--- config.mk ---
export PLATFORM = sky130hd
export DESIGN_NAME = image_ram_arbiter
export DESIGN_NICKNAME = d
export VERILOG_FILES = /design/src/rtl/image_ram_arbiter.sv
export SDC_FILE = /design/constraint.sdc
export NUM_CORES = 1
export LEC_CHECK = 0
export ABC_AREA = 1
export BUFFER_PORTS_ARGS = -buffer_cell sky130_fd_sc_hd__buf_2
export CORE_MARGIN = 4
export CORE_UTILIZATION = 32
export DETAILED_ROUTE_END_ITERATION = 6
export GPL_ROUTABILITY_DRIVEN = 0
export GPL_TIMING_DRIVEN = 0
export PLACE_DENSITY = 0.81
export SLEW_MARGIN = 15
export SYNTH_ARGS = -nofsm -noshare
export SYNTH_HDL_FRONTEND = slang
export SYNTH_SLANG_ARGS = --single-unit
--- constraint.sdc ---
create_clock -name clk -period 1.2 [get_ports clk]
set_input_delay 0.24 -clock clk [delete_from_list [all_inputs] [get_ports clk]]
set_output_delay 0.24 -clock clk [all_outputs]
set_load 0.1 [all_outputs]
--- src/rtl/image_ram_arbiter.sv ---
// image_ram_arbiter: two-requester image RAM arbiter with starvation-bounded handover
//   clk                  : single clock, rising edge
//   rst                  : asynchronous active-low reset
//   req1/req2            : access requests (1 = decoder, 2 = filter)
//   we1/we2              : 1 = write, 0 = read; used only during a granted access
//   address1/address2    : access addresses
//   wdata1/wdata2        : write data
//   gnt1/gnt2            : registered grants, mutually exclusive
//   rdata1/rdata2        : read data, both taken from ram_rdata
//   rvalid1/rvalid2      : registered read-valid strobes, one cycle after a read access
//   ram_CE/ram_WE        : RAM chip enable / write enable
//   ram_address          : RAM address
//   ram_wdata            : RAM write data
//   ram_rdata            : RAM read data, valid one cycle after a read
//   busy                 : 1 whenever a requester owns the RAM
module image_ram_arbiter #(
    parameter int DATA_WIDTH    = 8,
    parameter int ADDRESS_WIDTH = 17,
    parameter int MAX_WAIT      = 15
) (
    input  logic                     clk,
    input  logic                     rst,
    input  logic                     req1,
    input  logic                     req2,
    input  logic                     we1,
    input  logic                     we2,
    input  logic [ADDRESS_WIDTH-1:0] address1,
    input  logic [ADDRESS_WIDTH-1:0] address2,
    input  logic [DATA_WIDTH-1:0]    wdata1,
    input  logic [DATA_WIDTH-1:0]    wdata2,
    output logic                     gnt1,
    output logic                     gnt2,
    output logic [DATA_WIDTH-1:0]    rdata1,
    output logic [DATA_WIDTH-1:0]    rdata2,
    output logic                     rvalid1,
    output logic                     rvalid2,
    output logic                     ram_CE,
    output logic                     ram_WE,
    output logic [ADDRESS_WIDTH-1:0] ram_address,
    output logic [DATA_WIDTH-1:0]    ram_wdata,
    input  logic [DATA_WIDTH-1:0]    ram_rdata,
    output logic                     busy
);
    localparam int WW = $clog2(MAX_WAIT + 1);
    localparam logic [WW-1:0] WMAX = WW'(MAX_WAIT);

    typedef enum logic [1:0] {IDLE, OWN1, OWN2} state_t;

    state_t          state, state_nx;
    logic [WW-1:0]   wait1, wait2;
    logic            acc1, acc2;

    assign gnt1 = (state == OWN1);
    assign gnt2 = (state == OWN2);
    assign busy = (state != IDLE);
    assign acc1 = gnt1 && req1;
    assign acc2 = gnt2 && req2;

    assign ram_CE      = acc1 || acc2;
    assign ram_WE      = acc1 ? we1 : acc2 ? we2 : 1'b0;
    assign ram_address = acc1 ? address1 : acc2 ? address2 : '0;
    assign ram_wdata   = acc1 ? wdata1 : acc2 ? wdata2 : '0;
    assign rdata1      = ram_rdata;
    assign rdata2      = ram_rdata;

    // The registered wait counter means the handover happens one edge after
    // the waiter's count hits MAX_WAIT, bounding its wait to MAX_WAIT+1 cycles.
    always_comb begin
        state_nx = state;
        case (state)
            IDLE:    state_nx = req1 ? OWN1 : req2 ? OWN2 : IDLE;
            OWN1:    state_nx = !req1 ? (req2 ? OWN2 : IDLE) : (req2 && wait2 == WMAX) ? OWN2 : OWN1;
            OWN2:    state_nx = !req2 ? (req1 ? OWN1 : IDLE) : (req1 && wait1 == WMAX) ? OWN1 : OWN2;
            default: state_nx = IDLE;
        endcase
    end

    always_ff @(posedge clk or negedge rst) begin
        if (!rst) begin
            state   <= IDLE;
            wait1   <= '0;
            wait2   <= '0;
            rvalid1 <= 1'b0;
            rvalid2 <= 1'b0;
        end else begin
            state   <= state_nx;
            wait1   <= (gnt1 || !req1) ? '0 : (wait1 == WMAX) ? wait1 : wait1 + 1'b1;
            wait2   <= (gnt2 || !req2) ? '0 : (wait2 == WMAX) ? wait2 : wait2 + 1'b1;
            rvalid1 <= acc1 && !we1;
            rvalid2 <= acc2 && !we2;
        end
    end
endmodule

==> results of run 1 <==
## cell families after synthesis
kind of cell / Yosys count / synth area share
compound gates: 2 / 0.00910
xor+xnor: 1 / 0.00797
fa+ha+maj: 2 / 0.0228
buf+inv: 30 / 0.185
flops: 12 / 0.273
simple gates: 134 / 0.502
## metrics by stage
stage	instances	util
after floorplan	181	-
after global placement	330	0.639
after detailed placement	330	0.639
==> impl_metrics.toml, run 1 <==
[floorplan]
die_h_um = 66.6
io_pins = 112
num_rows = 21
start_util = 0.329
die_x_um = 66.6

[clock_network]
cts_max_path_buffers = 2
cts.sinks = 12
cts_max_level = 1
cts_hold_buffers = 1
cts_setup_buffers = 14
cts_made_buffers = 3
root_buffer = "clkbuf_4"
ctsResizeCount = 225

[synthesis]
synthTopCellsByArea = "nand2_1 (34%), dfrtp_1 (27%), buf_4 (11%)"
syn_inst = 181
yosysMostFrequentCell = "nand2_1"
synth-seq-cells = 12
ys.flop_type = "dfrtp_1"
synthDistinctLibCells = 17
synthArstFlopShare = 1.00
synth_commonest_cells = "nand2_1 (100), buf_4 (16), nor2_1 (15)"
synth_edf_count = 0
yosys.area.top_type = "nand2_1"
synth_warnings = 0
syn-cell-area_mm2 = 0.00110
synth.top_cell.area_share = 0.342
ys_seq_area_frac = 0.273
synthesis.nets = 247
syn_area_per_cell_um2 = 6.07

[placed_design]
io_buffers = 103
dpl.hpwl_um = 3240
placed_cell_area_mm2 = 0.00213
dp_worst_setup_slack_ns = -0.734

[outcome]
outcome = "did not finish"
stop_stage = "clock tree synthesis"
tool.error = "[ERROR DPL-0033] detailed placement checks failed during check placement."
==> run 2: changes to the inputs <==
--- a/config.mk
+++ b/config.mk
@@ -8,11 +8,11 @@
 export ABC_AREA = 1
 export BUFFER_PORTS_ARGS = -buffer_cell sky130_fd_sc_hd__buf_2
 export CORE_MARGIN = 4
-export CORE_UTILIZATION = 32
+export CORE_UTILIZATION = 20
 export DETAILED_ROUTE_END_ITERATION = 6
 export GPL_ROUTABILITY_DRIVEN = 0
 export GPL_TIMING_DRIVEN = 0
-export PLACE_DENSITY = 0.81
+export PLACE_DENSITY_LB_ADDON = 0.15
 export SLEW_MARGIN = 15
 export SYNTH_ARGS = -nofsm -noshare
 export SYNTH_HDL_FRONTEND = slang
==> constraint.sdc (replaced) <==
create_clock -name clk -period 1.56 [get_ports clk]
set_input_delay 0.312 -clock clk [delete_from_list [all_inputs] [get_ports clk]]
set_output_delay 0.312 -clock clk [all_outputs]
set_load 0.1 [all_outputs]
==> impl_metrics.toml, run 2 <==
[outcome]
outcome = "complete, but fails checks"
violations = "setup timing"

[timing]
rsz0062_at_grt = "true"
worstMarginPinSlew_ns = 0.489
skew_ns = 0.00314
finalHoldViolCount = 0
whs_ns = 0.245
slew_headroom = 0.676
finalSetupViolations = 28
fmax_ghz = 0.548
fin_tns_setup_ns = -6.37
fin_ws_ns = -0.265
period_needed_ns = 1.83
slew_viol_final = 0
fin_crit_sh = 1.17

[flow_run]
cap_violations = 0

[layout]
finish.instance_area_mm2 = 0.00268
areaGrowthSynthToFinish_pct = 144
reg_top3 = "wait1 x4, wait2 x4, state x2"
layout-drive-gt1-share = 0.698
fin_cells = 375
final_util = 0.516
mostFrequentLayoutCells = "buf_2 (73), nand2_1 (41), nand2_2 (33), buf_12 (31), nand2_4 (28)"
n_antenna_cell = 0
layout_commonest_cell = "buf_2"
nNetsFinal = 373

[routing]
drc = 0
drtIter0Drc = 28
topRoutingLayerUsed = "met4"
wl_met3_um = 384
drtPass1Iterations = 4
wl_um = 4530
wl_met1_um = 1650
viasPerCell = 4.03
wl_met2_um = 2450
antenna_left = 0
vias = 1510
post_drt_wl_per_cell_um = 12.1

[setup_path]
cp_max_fo = 9
required_ns = 1.25
startpoint_type = "flop"
crit_type = "flop to output pin"
end_kind = "output pin"
r2r_slack_ns = 0.37
arrival_ns = 1.51

[synthesis]
synthArstFlopShare = 1.00
syn-cell-area_mm2 = 0.00110
synth_commonest_cells = "nand2_1 (100), buf_4 (16), nor2_1 (15)"
ys_seq_area_frac = 0.273
synth_warnings = 0
synthesis.nets = 247
syn_area_per_cell_um2 = 6.07
synth_edf_count = 0
syn_inst = 181
yosysMostFrequentCell = "nand2_1"
ys.flop_type = "dfrtp_1"
synthTopCellsByArea = "nand2_1 (34%), dfrtp_1 (27%), buf_4 (11%)"
synthDistinctLibCells = 17
synth-seq-cells = 12
synth.top_cell.area_share = 0.342
yosys.area.top_type = "nand2_1"

[placed_design]
placed_cells_incl_taps = 354
io_buffers = 103
placed_cell_area_mm2 = 0.00188
dp_worst_setup_slack_ns = -0.399
dpl.hpwl_um = 3210

[grt]
gr-total-overflow = 0
grt_pass1_vias = 1490
grt_pass1_wl_um = 6560
grt.total_usage = 0.124
antenna_found_initial = 0
grt_max_degree = 13

[floorplan]
io_pins = 112
die_x_um = 82.1
start_util = 0.211
coreArea_mm2 = 0.00520
num_rows = 26
die_h_um = 82.1
die-area_mm2 = 0.00674

[clock_network]
cts_tree = "done"
cts_max_path_buffers = 2
cts.sinks = 12
root_buffer = "clkbuf_8"
cts_max_level = 1
cts_made_buffers = 3
clk_latency_ns = 0.23
clk_pin_slew_ns = 0.05

[power]
power_mw = 1.96
powerDensity_mw_per_mm2 = 729
peakVddDrop_mv = 0.346
leakage_nw = 1.41

[worst_hold_path]
min_path_type = "input port to flop"
==> run 2: cell counts after synthesis <==
Identical to the previous run, type by type.
==> run 2: layout make-up <==
cell class,instances,area [um^2]
Timing Repair Buffer,120,1130
Multi-Input combinational cell,140,910
Inverter,10,37.5
Clock buffer,3,41.3
Fill cell,494,2520
Tap cell,70,87.6
Buffer,20,178
Sequential cell,12,302
==> run 2: layer usage <==
| metal | GRT usage | vias to the layer above |
|---|---|---|
| li1 | - | 787 |
| met1 | 0.147 | 662 |
| met2 | 0.221 | 57 |
| met3 | 0.0390 | 4 |
| met4 | 0.0216 | 0 |
| met5 | 0 | - |
==> run 2: repair_timing <==
item / in CTS / in global routing
gates resized for setup: 149 / 19
cloned: 3 / 1
setup buffers: 10 / 3
pin swaps: 5 / 8
setup endpoints to repair: 30 / 30
hold buffers: 1 / 0
endpoints found under the hold margin: 12 / 0
==> run 2: power breakdown <==
part	internal, mW	switching, mW	leakage (nW)
clock network	0.169	0.105	0.0216
logic	0.452	0.877	1.23
registers	0.333	0.0196	0.159
total	0.954	1.00	1.41
==> run 2: cell families (layout without fill, tap and decap cells) <==
family                   count (synthesis)  count (layout)  synth area share
buffers and inverters                   30             153             0.185
XOR/XNOR                                 1               1           0.00797
flip-flops                              12              12             0.273
AO/OA/AOI/OAI                            2               2           0.00910
adder cells (fa/ha/maj)                  2               2            0.0228
AND/OR/NAND/NOR                        134             135             0.502
==> run 2: final timing paths <==
check | start | cells past startpoint | to
setup / recovery | state[1] | 8 | ram_address[13]
hold / removal | we1 | 2 | rvalid1
setup reg to reg | wait1[0] | 5 | wait1[0]
hold reg to reg | wait1[1] | 2 | wait1[1]
max in group asynchronous | rst | 2 | state[1]
min in group asynchronous | rst | 2 | wait1[0]
==> run 2: critical path, stage by stage, from the launching register on <==
cell,delay [ns]
dfrtp_2,0.43
inv_2,0.07
nand2_2,0.07
nor2_4,0.11
buf_12,0.14
clkbuf_16,0.14
nand2_1,0.07
nand2_4,0.07
buf_12,0.16
(Power assumes the default switching activity.)
==> run 3: changes to the inputs <==
--- a/config.mk
+++ b/config.mk
@@ -5,10 +5,10 @@
 export SDC_FILE = /design/constraint.sdc
 export NUM_CORES = 1
 export LEC_CHECK = 0
-export ABC_AREA = 1
 export BUFFER_PORTS_ARGS = -buffer_cell sky130_fd_sc_hd__buf_2
 export CORE_MARGIN = 4
 export CORE_UTILIZATION = 20
+export CTS_CLUSTER_SIZE = 24
 export DETAILED_ROUTE_END_ITERATION = 6
 export GPL_ROUTABILITY_DRIVEN = 0
 export GPL_TIMING_DRIVEN = 0
==> impl_metrics.toml, run 3 <==
[floorplan]
die_x_um = 78.7
coreArea_mm2 = 0.00479
num_rows = 25
io_pins = 112
die-area_mm2 = 0.00619
start_util = 0.209
die_h_um = 78.7

[grt]
grt_pass1_wl_um = 6110
grt.total_usage = 0.122
grt_pass1_vias = 1320
grt_max_degree = 13
gr-total-overflow = 0
antenna_found_initial = 0

[synthesis]
synthesis.nets = 174
yosys.area.top_type = "dfrtp_1"
ys_seq_area_frac = 0.300
synthDistinctLibCells = 22
synth.top_cell.area_share = 0.300
synth_edf_count = 0
synth_warnings = 0
syn_area_per_cell_um2 = 9.26
yosysMostFrequentCell = "a22o_1"
synth_commonest_cells = "a22o_1 (26), buf_4 (16), dfrtp_1 (12)"
synth-seq-cells = 12
synthArstFlopShare = 1.00
synthTopCellsByArea = "dfrtp_1 (30%), a22o_1 (23%), buf_4 (12%)"
syn-cell-area_um2 = 1000
syn_inst = 108
ys.flop_type = "dfrtp_1"

[routing]
drc = 0
drtPass1Iterations = 6
viasPerCell = 4.36
antenna_left = 0
vias = 1296
wl_um = 4410
post_drt_wl_per_cell_um = 14.9
drtIter0Drc = 42

[placed_design]
dpl.hpwl_um = 3120
io_buffers = 103
placed_cells_incl_taps = 278
dp_worst_setup_slack_ns = -0.417

[power]
seqPwrFrac = 0.170
p_switching_uw = 992
p_comb_frac = 0.666
netSwitchingFraction = 0.477
peakVddDrop_mv = 0.551
leakage_nw = 1.31
power.internal_mw = 1.09
powerDensity_mw_per_mm2 = 807
p_clk_frac = 0.164

[setup_path]
arrival_ns = 1.67
startpoint_type = "flop"
required_ns = 1.25
worst-path-buf-inv = 3
cp_max_fo = 6
crit_type = "flop to output pin"
critical-path-top-delay-family = "buffers and inverters"
crit_chain = "buf_6 > nor2b_4 > and2_4 > clkbuf_16 > a22o_4 > buf_12"
worst_path_largest_cell_delay_ns = 0.40
cp_slowest_cell = "dfrtp_2"
end_kind = "output pin"

[clock_network]
cts_made_buffers = 3
cts_max_path_buffers = 2
cts_tree = "done"
root_buffer = "clkbuf_8"
cts_max_level = 1
cts.sinks = 12
clk_pin_slew_ns = 0.05
clk_latency_ns = 0.24

[flow_run]
cap_violations = 0

[layout]
multiInputGateArea_um2 = 759
nNetsFinal = 297
mostFrequentLayoutCells = "buf_2 (73), buf_12 (34), a22o_4 (23), buf_4 (20), dfrtp_1 (11)"
areaGrowthSynthToFinish_pct = 158
seqCellArea_um2 = 302
reg_top3 = "wait1 x4, wait2 x4, state x2"
layout-drive-gt1-share = 0.774
n_antenna_cell = 0
fin_cells = 297
fill_cells = 403
layout_commonest_cell = "buf_2"

[timing]
finalSetupViolations = 29
slew_viol_final = 0
skew_ns = 0.00111
whs_ns = 0.229
slew_headroom = 0.667
fmax_ghz = 0.504
fin_crit_sh = 1.27
rsz0062_at_grt = "true"
finalHoldViolCount = 0
worstMarginPinSlew_ns = 0.502
fin_ws_ns = -0.424
period_needed_ns = 1.98

[outcome]
outcome = "complete, but fails checks"
violations = "setup timing"

[worst_hold_path]
min_path_type = "input port to flop"
[run 3: cell count changes in the layout (fill, tap and decap cells not counted), sizes merged, moves of 4 or more]
| cell | previous run | this run |
|---|---|---|
| nand2 | 102 | 8 |
| and2 | 0 | 4 |
| a22o | 0 | 26 |
| nor2 | 18 | 10 |
| nand3 | 12 | 4 |
| buf | 138 | 134 |
| inv | 10 | 0 |
[run 3: worst paths after layout]
path                               start            to  slack (ns)  cells past startpoint
worst min-delay path                 we2       rvalid2        0.23                      2
worst max register to register  state[1]      wait1[2]        0.23                      5
min in group asynchronous            rst      wait2[1]        0.48                      2
worst max-delay path            state[0]  ram_wdata[3]       -0.42                      6
max in group asynchronous            rst      state[0]        0.84                      2
worst min register to register  state[1]      state[0]        0.55                      1
[run 3: cell families after synthesis]
logic type / after synthesis / synth area share
simple gates: 36 / 0.181
mux: 2 / 0.0200
buf+inv: 22 / 0.188
xor+xnor: 2 / 0.0175
flops: 12 / 0.300
compound gates: 32 / 0.268
fa+ha+maj: 2 / 0.0250
[run 3: layout make-up]
cell class	instances	area share
repair buffers	118	0.457
multi-input cells	76	0.295
flip-flops and latches	12	0.117
plain buffers	20	0.0777
well taps	67	0.0325
clock buffers	4	0.0214
[run 3: timing repair]
item                                    in CTS  in global routing
hold buffers                                 1                  0
endpoints found under the setup margin      30                 30
pin swaps                                    1                  3
buffers inserted                             8                  2
gates resized for setup                    137                  7
gates cloned                                 1                  5
endpoints found under the hold margin       12                  0
[run 3: power by group through the flow]
stage          logic (mW)  clock network [mW]  registers (mW)
6_report             1.39               0.340           0.354
5_1_grt              1.43               0.371           0.357
4_1_cts              1.33               0.349           0.352
3_5_place_dp         1.04                   0           0.361
3_3_place_gp         1.04                   0           0.362
2_1_floorplan       0.844                   0           0.371
[run 3: layer usage]
layer,share of wire,GRT usage
met5,0,0
met4,0.024,0.0367
met3,0.062,0.0283
met2,0.54,0.216
met1,0.38,0.144
[run 3: through the flow]
stage / power [mW] / util / TNS [ns] / instance area (um^2)
CTS: 2.03 / 0.511 / -10.20 / 2450
detailed placement: 1.40 / 0.375 / -9.73 / 1790
global placement: 1.40 / 0.375 / -9.96 / 1790
floorplan: 1.21 / - / -14.38 / 1190
global route: 2.16 / 0.538 / -11.99 / 2580
finish: 2.08 / 0.538 / -10.37 / 2580
